===== src/rtl/pulse_period_meter.sv =====
// Measures the clk-cycle spacing between rising edges of an asynchronous pulse
// and hands each period to a downstream consumer through a valid/ready slot.
`timescale 1ns/1ps
module pulse_period_meter #(
  parameter int N           = 32,
  parameter int TIMEOUT     = 100_000_000,
  parameter int SYNC_STAGES = 2
) (
  input  logic         clk,
  input  logic         rst,
  input  logic         en,
  input  logic         pulse_in,
  output logic [N-1:0] period_out,
  output logic         period_valid,
  input  logic         period_ready,
  output logic         timeout,
  output logic         overrun
);

  typedef enum logic [1:0] {IDLE, ARMED, MEASURE} state_t;

  localparam logic [N-1:0] TIMEOUT_CNT = N'(TIMEOUT);

  logic [SYNC_STAGES-1:0] sync_q, sync_d;
  logic                   hist_q, hist_d;
  logic                   pulse_edge;
  state_t                 state_q, state_d;
  logic [N-1:0]           cnt_q, cnt_d;
  logic                   res_vld;
  logic [N-1:0]           period_q, period_d;
  logic                   valid_q, valid_d;
  logic                   timeout_q, timeout_d;
  logic                   overrun_q, overrun_d;

  always_comb begin
    sync_d = {sync_q[SYNC_STAGES-2:0], pulse_in};
    hist_d = sync_q[SYNC_STAGES-1];
  end

  assign pulse_edge = sync_q[SYNC_STAGES-1] & ~hist_q;

  // Measurement FSM; en has priority over an edge arriving in the same cycle.
  always_comb begin
    state_d   = state_q;
    cnt_d     = cnt_q;
    res_vld   = 1'b0;
    timeout_d = 1'b0;
    case (state_q)
      IDLE: begin
        cnt_d = '0;
        if (en) state_d = ARMED;
      end
      ARMED: begin
        cnt_d = '0;
        if (!en) begin
          state_d = IDLE;
        end else if (pulse_edge) begin
          state_d = MEASURE;
          cnt_d   = N'(1);
        end
      end
      MEASURE: begin
        if (!en) begin
          state_d = IDLE;
          cnt_d   = '0;
        end else if (pulse_edge) begin
          res_vld = 1'b1;
          cnt_d   = N'(1);
        end else if (cnt_q == TIMEOUT_CNT) begin
          timeout_d = 1'b1;
          cnt_d     = '0;
          state_d   = ARMED;
        end else begin
          cnt_d = cnt_q + N'(1);
        end
      end
      default: begin
        state_d = IDLE;
        cnt_d   = '0;
      end
    endcase
  end

  // Single-entry result slot: a result landing on a full, unaccepted slot is dropped.
  always_comb begin
    period_d  = period_q;
    valid_d   = valid_q;
    overrun_d = overrun_q;
    if (res_vld) begin
      if (!valid_q || period_ready) begin
        period_d = cnt_q;
        valid_d  = 1'b1;
      end else begin
        overrun_d = 1'b1;
      end
    end else if (valid_q && period_ready) begin
      valid_d = 1'b0;
    end
  end

  always_ff @(posedge clk) begin
    if (rst) begin
      sync_q    <= '0;
      hist_q    <= 1'b0;
      state_q   <= IDLE;
      cnt_q     <= '0;
      period_q  <= '0;
      valid_q   <= 1'b0;
      timeout_q <= 1'b0;
      overrun_q <= 1'b0;
    end else begin
      sync_q    <= sync_d;
      hist_q    <= hist_d;
      state_q   <= state_d;
      cnt_q     <= cnt_d;
      period_q  <= period_d;
      valid_q   <= valid_d;
      timeout_q <= timeout_d;
      overrun_q <= overrun_d;
    end
  end

  assign period_out   = period_q;
  assign period_valid = valid_q;
  assign timeout      = timeout_q;
  assign overrun      = overrun_q;

endmodule


===== config.mk =====
export PLATFORM = sky130hd
export DESIGN_NAME = pulse_period_meter
export DESIGN_NICKNAME = d
export VERILOG_FILES = /design/src/rtl/pulse_period_meter.sv
export SDC_FILE = /design/constraint.sdc
export NUM_CORES = 1
export LEC_CHECK = 0
export CAP_MARGIN = 5
export CORE_MARGIN = 3
export CORE_UTILIZATION = 35
export CTS_BUF_LIST = sky130_fd_sc_hd__clkbuf_16
export CTS_CLUSTER_DIAMETER = 30
export DETAILED_ROUTE_END_ITERATION = 16
export GPL_TIMING_DRIVEN = 0
export PLACE_DENSITY_LB_ADDON = 0.08
export SYNTH_ARGS = -nofsm -noshare
export SYNTH_HDL_FRONTEND = slang
export SYNTH_SLANG_ARGS = --single-unit

===== constraint.sdc =====
create_clock -name clk -period 2.03 [get_ports clk]
set_input_delay 0.406 -clock clk [delete_from_list [all_inputs] [get_ports clk]]
set_output_delay 0.406 -clock clk [all_outputs]
set_load 0.05 [all_outputs]

==> impl_metrics.toml, run 1 <==
[clock_tree]
cts_hold_repair.buffers = 0
cts_htree_levels = 3
clkSlewWorstSetupHoldPaths_ns = 0.06
cts_made_buffers = 9
ctsLongestPathBuffers = 2
clock_latency_ns = 0.32
tritoncts_num_sinks = 72
cts_tree = "yes"
clk_root_buffer_cell = "clkbuf_16"

[place]
gpl.final_weighted_congestion = 0.820
place.port_buffers = 38
cell_area_reported_after_detailed_placement_mm2 = 0.00362
hpwlAfterDp_um = 5240

[global_routing]
grt_pass1_wl_um = 12700
antenna_found_initial = 0
pin_count_of_the_biggest_net_entering_global_routing = 14
number_of_global_route_vias_before_repair = 2533
grt.overflow.total = 0
grt_util_all_layers_pct = 16.1

[setup_path]
worstSetupPathType = "flop to flop"
crit_fanout = 10
r2r_end = "cnt_q[6]"
slowest_delay_ns = 0.47
end_kind = "flop"
worst_path_max_delay_cell = "or4_4"
cp_data_arrival_time_ns = 2.41
cp-start-kind = "flop"
worstPathCellList = "inv_4, ha_4, or4bb_1, or3_1, or4_4, nand3_4, buf_8, nor2_1"
timing.rr.start = "cnt_q[1]"
cp_data_required_time_ns = 2.24
rrSetupSlack_ns = -0.17
cp_delay_by_family_top = "simple AND/OR/NAND/NOR gates"
rr_worst_depth = 8
crit_path_buf_inv_count = 2

[logic_synthesis]
synth_top_flop_cell = "dfxtp_1"
ys_types = 39
ys_async_sr_fraction_pct = 0
synthesis.area_mm2 = 0.00308
synthesis.yosys.warnings = 0
ys_seq_elements = 72
postSynthNetCount = 381
synth_enable_flop_cells = 0
post_synth.cell_area_avg_um2 = 8.34
sequential_cell_area_fraction_in_the_yosys_report_pct = 46.8
post_synth_inst_count = 369

[routing]
drt-wirelength-per-cell_um = 14.0
route.antenna.remaining_nets = 0
routed-via-count = 2614
drt_drc_violations_left = 0
drtPass1Iterations = 4
drt-vias-per-instance = 4.90
route.final.wire_length_um = 7470
dr.first_iter.drc_count = 61

[finish]
most-common-layout-cells = "nand2_1 (79), dfxtp_1 (67), clkdlybuf4s50_1 (38), a21oi_1 (34), nor2_1 (32)"
num_antenna_cells = 0
finish.net_count = 435
fin_util_pct = 48.9
area_growth_syn_to_layout_pct = 33.3
final_common_cell = "nand2_1"
stdcell_area_mm2 = 0.00410
filler_cell_count = 835
layout-drive-gt1-share_pct = 13.1

[timing]
max_freq_mhz = 455
fin_hold_ws_ns = 0.437
final.min_clock_period_ns = 2.20
setup-violations-final = 32
worstMarginPinSlew_ns = 0.543
grt_setup_unrepaired = "yes"
final_min_period_over_clock_period_pct = 108
max-slew-margin-rel_pct = 63.8
hold_violations = 0
worst_clock_skew_ns = 0.00543
drv_slew = 0
fin_ws_ns = -0.167

[power_and_ir_drop]
cellLeakagePower_nw = 1.37
p_sw_share_pct = 21.8
sequentialPowerShare_pct = 43.4
power.density_cell_area_mw_per_mm2 = 810
p_switching_uw = 722
vdd.ir_drop.worst_v = 0.000718
intPower_mw = 2.60
clock_power_share_pct = 50.4
combinationalPowerShare_pct = 6.2

[outcome]
violated_checks = "setup timing"
run_status = "finished, violations left"

[min_path]
holdCritPathClass = "flop to flop"
hold-path-endpoint = "sync_q[1]"
hp-start = "sync_q[0]"
min_delay_path_depth = 1

[floorplan]
initial_utilization_pct = 36.7
fp.dieArea_mm2 = 0.00995
floorplan.die.width_um = 99.8
floorplan.rows = 33
placeableCoreArea_mm2 = 0.00838
die_span_y_um = 99.8
ios = 40

[run]
maxCapViolCount = 0
## synth_stat cells (2+ instances only)
master | number | area share [%]
and4_1 | 5 | 1.4
nand2_1 | 79 | 9.6
nor4b_1 | 2 | 0.57
nor2_1 | 37 | 4.5
inv_1 | 7 | 0.85
ha_1 | 7 | 2.8
nor4_1 | 6 | 1.2
and2_1 | 3 | 0.61
a21oi_1 | 35 | 5.7
nand3_1 | 13 | 2.1
dfxtp_1 | 72 | 47
clkbuf_1 | 16 | 2.0
nor3b_1 | 3 | 0.73
nand4_1 | 12 | 2.4
xor2_1 | 18 | 5.1
and3_1 | 4 | 0.81
or3_1 | 3 | 0.61
buf_2 | 3 | 0.49
nor2b_1 | 6 | 1.2
nand2b_1 | 2 | 0.41
buf_6 | 3 | 1.1
nor3_1 | 6 | 0.98
xnor2_1 | 11 | 3.1
## cells by family after synthesis
group                      after synthesis  share of synthesized area, %
AOI/OAI and AO/OA                       40                          6.91
xor gates and xnor gates                29                          8.26
adders and majority gates                7                          2.85
buffers and inverters                   30                          4.51
DFF                                     72                          46.8
muxes                                    2                         0.691
and+or+nand+nor                        189                          29.9
## power by group through the flow
| stage | Combinational [mW] | Sequential (mW) | Clock [mW] |
|---|---|---|---|
| 2_1_floorplan | 0.129 | 1.47 | 0 |
| 3_3_place_gp | 0.166 | 1.47 | 0 |
| 3_5_place_dp | 0.171 | 1.48 | 0 |
| 4_1_cts | 0.190 | 1.44 | 1.72 |
| 5_1_grt | 0.226 | 1.44 | 1.78 |
| 6_report | 0.205 | 1.44 | 1.67 |
## metrics by stage
| step | cells | setup TNS [ns] | power (mW) | worst slack, ns |
|---|---|---|---|---|
| floorplan | 369 | -0.129 | 1.60 | -0.00617 |
| global placement | 512 | -8.56 | 1.64 | -0.263 |
| detailed placement | 512 | -10.35 | 1.65 | -0.311 |
| CTS | 532 | -5.21 | 3.35 | -0.189 |
| finish | 533 | -4.79 | 3.32 | -0.167 |
| global route | 533 | -7.00 | 3.45 | -0.239 |
## how the worst max path moves through the flow
stage | from | end | slack, ns | cells after the start
2_1_floorplan | cnt_q[1] | cnt_q[31] | -0.006 | 8
3_3_place_gp | cnt_q[29] | state_q[0] | -0.26 | 5
3_5_place_dp | cnt_q[29] | state_q[0] | -0.31 | 5
4_1_cts | cnt_q[0] | cnt_q[20] | -0.19 | 8
5_1_grt | cnt_q[1] | cnt_q[2] | -0.24 | 8
6_report | cnt_q[1] | cnt_q[6] | -0.17 | 8
## layer usage
layer / global-route usage [%] / up-vias / part of all wire (%)
li1: - / 1342 / -
met1: 22.3 / 1218 / 51
met2: 24.3 / 42 / 45
met3: 3.86 / 12 / 2.9
met4: 5.99 / 0 / 1.7
met5: 0 / - / 0
## area by class of cell
type / count / area, µm² / share of cell area [%]
Multi-Input combinational cell: 267 / 1610 / 39.2
Timing Repair Buffer: 44 / 429 / 10.5
Clock inverter: 7 / 95.1 / 2.32
Clock buffer: 9 / 225 / 5.49
Tap cell: 105 / 131 / 3.20
Buffer: 22 / 128 / 3.11
Inverter: 7 / 31.3 / 0.763
Sequential cell: 72 / 1450 / 35.4
## registers in the layout (all words and copies together) (netlist names)
| register | flops |
|---|---|
| state_q | 2 |
| period_valid | 1 |
| period_out | 32 |
| overrun | 1 |
| hist_q | 1 |
| cnt_q | 32 |
| timeout | 1 |
| sync_q | 2 |
## repair_timing
item | in CTS | in global routing
resized for setup | 20 | 15
setup buffers | 3 | 2
endpoints found under the setup margin | 48 | 63
pin swaps | 5 | 11
cloned | 1 | 0
Power figures use the tool's default switching activity.
==> inputs of run 2 (changes only) <==
Settings changed: PLACE_DENSITY set to 0.53, PLACE_DENSITY_LB_ADDON 0.08 to unset.
==> run 2 against run 1 <==
  * The run still ends with setup timing left
  * Total power fell by 8.7%
  * Die area unchanged
  * Count of clock-buffer cells in the layout unchanged
  * Setup slack better by 0.0067 ns
  * Sequential share of layout area is 0.64 points higher
  * Cell area fell by 1.9%
  * First-iteration DRC count up 62%
  * Final cell count decreased by 0.19%
  * Global-route usage fell by 0.77 points
  * Via count barely moved
==> impl_metrics.toml, run 2 (synthesized netlist as in run 1, its figures left out) <==
[outcome]
run_status = "finished, violations left"
violated_checks = "setup timing"

[clock_tree]
ctsLongestPathBuffers = 2
tritoncts_num_sinks = 72
clk_root_buffer_cell = "clkbuf_16"
clock_latency_ns = 0.33
cts_tree = "yes"
clkSlewWorstSetupHoldPaths_ns = 0.06
cts_htree_levels = 3
cts_hold_repair.buffers = 0
cts_made_buffers = 9

[timing]
final_min_period_over_clock_period_pct = 108
grt_setup_unrepaired = "yes"
worstMarginPinSlew_ns = 0.505
max_freq_mhz = 457
hold_violations = 0
worst_clock_skew_ns = 0.00814
fin_ws_ns = -0.160
final.min_clock_period_ns = 2.19
drv_slew = 0
setup-tns-final_ns = -4.59
setup-violations-final = 32
max-slew-margin-rel_pct = 66.2

[setup_path]
crit_fanout = 10
cp_data_required_time_ns = 2.25
cp_delay_by_family_top = "simple AND/OR/NAND/NOR gates"
crit_path_buf_inv_count = 2
critical_path_cell_count = 8
worst_path_max_delay_cell = "or4_4"
rr_worst_depth = 8
end_kind = "flop"
slowest_delay_ns = 0.47
rrSetupSlack_ns = -0.16
termination_of_the_worst_setup_path = "cnt_q[17]"
cp_data_arrival_time_ns = 2.41
cp-start-kind = "flop"
r2r_end = "cnt_q[17]"
timing.rr.start = "cnt_q[0]"
worstSetupPathType = "flop to flop"
crit_path_start = "cnt_q[0]"
worstPathCellList = "inv_2, ha_4, or4bb_1, or3_1, or4_4, nand3_4, buf_8, nor2_1"

[run]
maxCapViolCount = 0

[finish]
fin_util_pct = 48.0
layout-drive-gt1-share_pct = 11.7
num_antenna_cells = 0
most-common-layout-cells = "nand2_1 (79), dfxtp_1 (66), clkdlybuf4s50_1 (38), nor2_1 (37), a21oi_1 (33)"
area_growth_syn_to_layout_pct = 30.8
stdcell_area_mm2 = 0.00403
finish.net_count = 434
fin_cells = 532
final_common_cell = "nand2_1"

[place]
hpwlAfterDp_um = 5150
place_worst_setup_slack_ns = -0.291
place.port_buffers = 38
gpl.final_weighted_congestion = 0.831
placed_cells = 512
cell_area_reported_after_detailed_placement_mm2 = 0.00362

[floorplan]
floorplan.die.width_um = 99.8
initial_utilization_pct = 36.7
floorplan.rows = 33
placeableCoreArea_mm2 = 0.00838
die_span_y_um = 99.8
ios = 40
fp.dieArea_mm2 = 0.00995

[routing]
dr.first_iter.drc_count = 99
drt-vias-per-instance = 4.92
routed-via-count = 2616
drtPass1Iterations = 4
drt-wirelength-per-cell_um = 13.7
route.final.wire_length_um = 7270
drt_drc_violations_left = 0
route.antenna.remaining_nets = 0

[min_path]
holdCritPathClass = "flop to flop"

[global_routing]
number_of_global_route_vias_before_repair = 2394
grt_pass1_wl_um = 12100
antenna_found_initial = 0
grt.overflow.total = 0
pin_count_of_the_biggest_net_entering_global_routing = 13
grt_util_all_layers_pct = 15.3

[power_and_ir_drop]
power.density_cell_area_mw_per_mm2 = 753
vdd.ir_drop.worst_v = 0.000448
cellLeakagePower_nw = 1.34
run 2: worst min-delay path by stage:
stage,cells past startpoint,end,startpoint,slack (ns)
floorplan,1,sync_q[1],sync_q[0],0.41
global placement,1,sync_q[1],sync_q[0],0.42
detailed placement,1,sync_q[1],sync_q[0],0.43
CTS,1,sync_q[1],sync_q[0],0.44
global route,1,sync_q[1],sync_q[0],0.46
finish,1,sync_q[1],sync_q[0],0.44
run 2: repair_timing:
action,CTS,global route
gates resized for setup,19,9
endpoints found under the setup margin,46,53
setup buffers,4,1
pin swaps,5,7
run 2: per-layer routing:
layer | GRT usage [%] | routed length [µm] | vias to the layer above
met5 | 0 | 0 | -
met4 | 6.51 | 155 | 0
met3 | 3.93 | 200 | 10
met2 | 22.1 | 3250 | 36
met1 | 21.6 | 3670 | 1223
li1 | - | - | 1347
run 2: area by class of cell:
cell class / count / area [µm²]
tap: 105 / 131
inverter: 7 / 26.3
buffer: 22 / 133
sequential: 72 / 1450
multi-input combinational: 267 / 1600
clock inverter: 7 / 40.0
fill: 879 / 4360
timing repair buffer: 43 / 418
clock buffer: 9 / 225
run 2: power breakdown:
group | internal [mW] | switching (mW)
Combinational | 0.0825 | 0.108
Sequential | 1.43 | 0.0127
Clock | 0.812 | 0.588
Total | 2.32 | 0.708
run 2: metrics by stage:
stage          hold slack, ns  total power, mW
2_1_floorplan           0.414             1.60
4_1_cts                 0.445             3.07
3_3_place_gp            0.416             1.64
6_report                0.440             3.03
5_1_grt                 0.463             3.16
3_5_place_dp            0.431             1.64
run 2: worst reg2reg max path: cells and delay by family, from the launching register on:
kind                     cells  cell delay (ns)
flip-flops                   1             0.35
buffers and inverters        2             0.21
adder cells (fa/ha/maj)      1             0.12
AND/OR/NAND/NOR              5             1.40
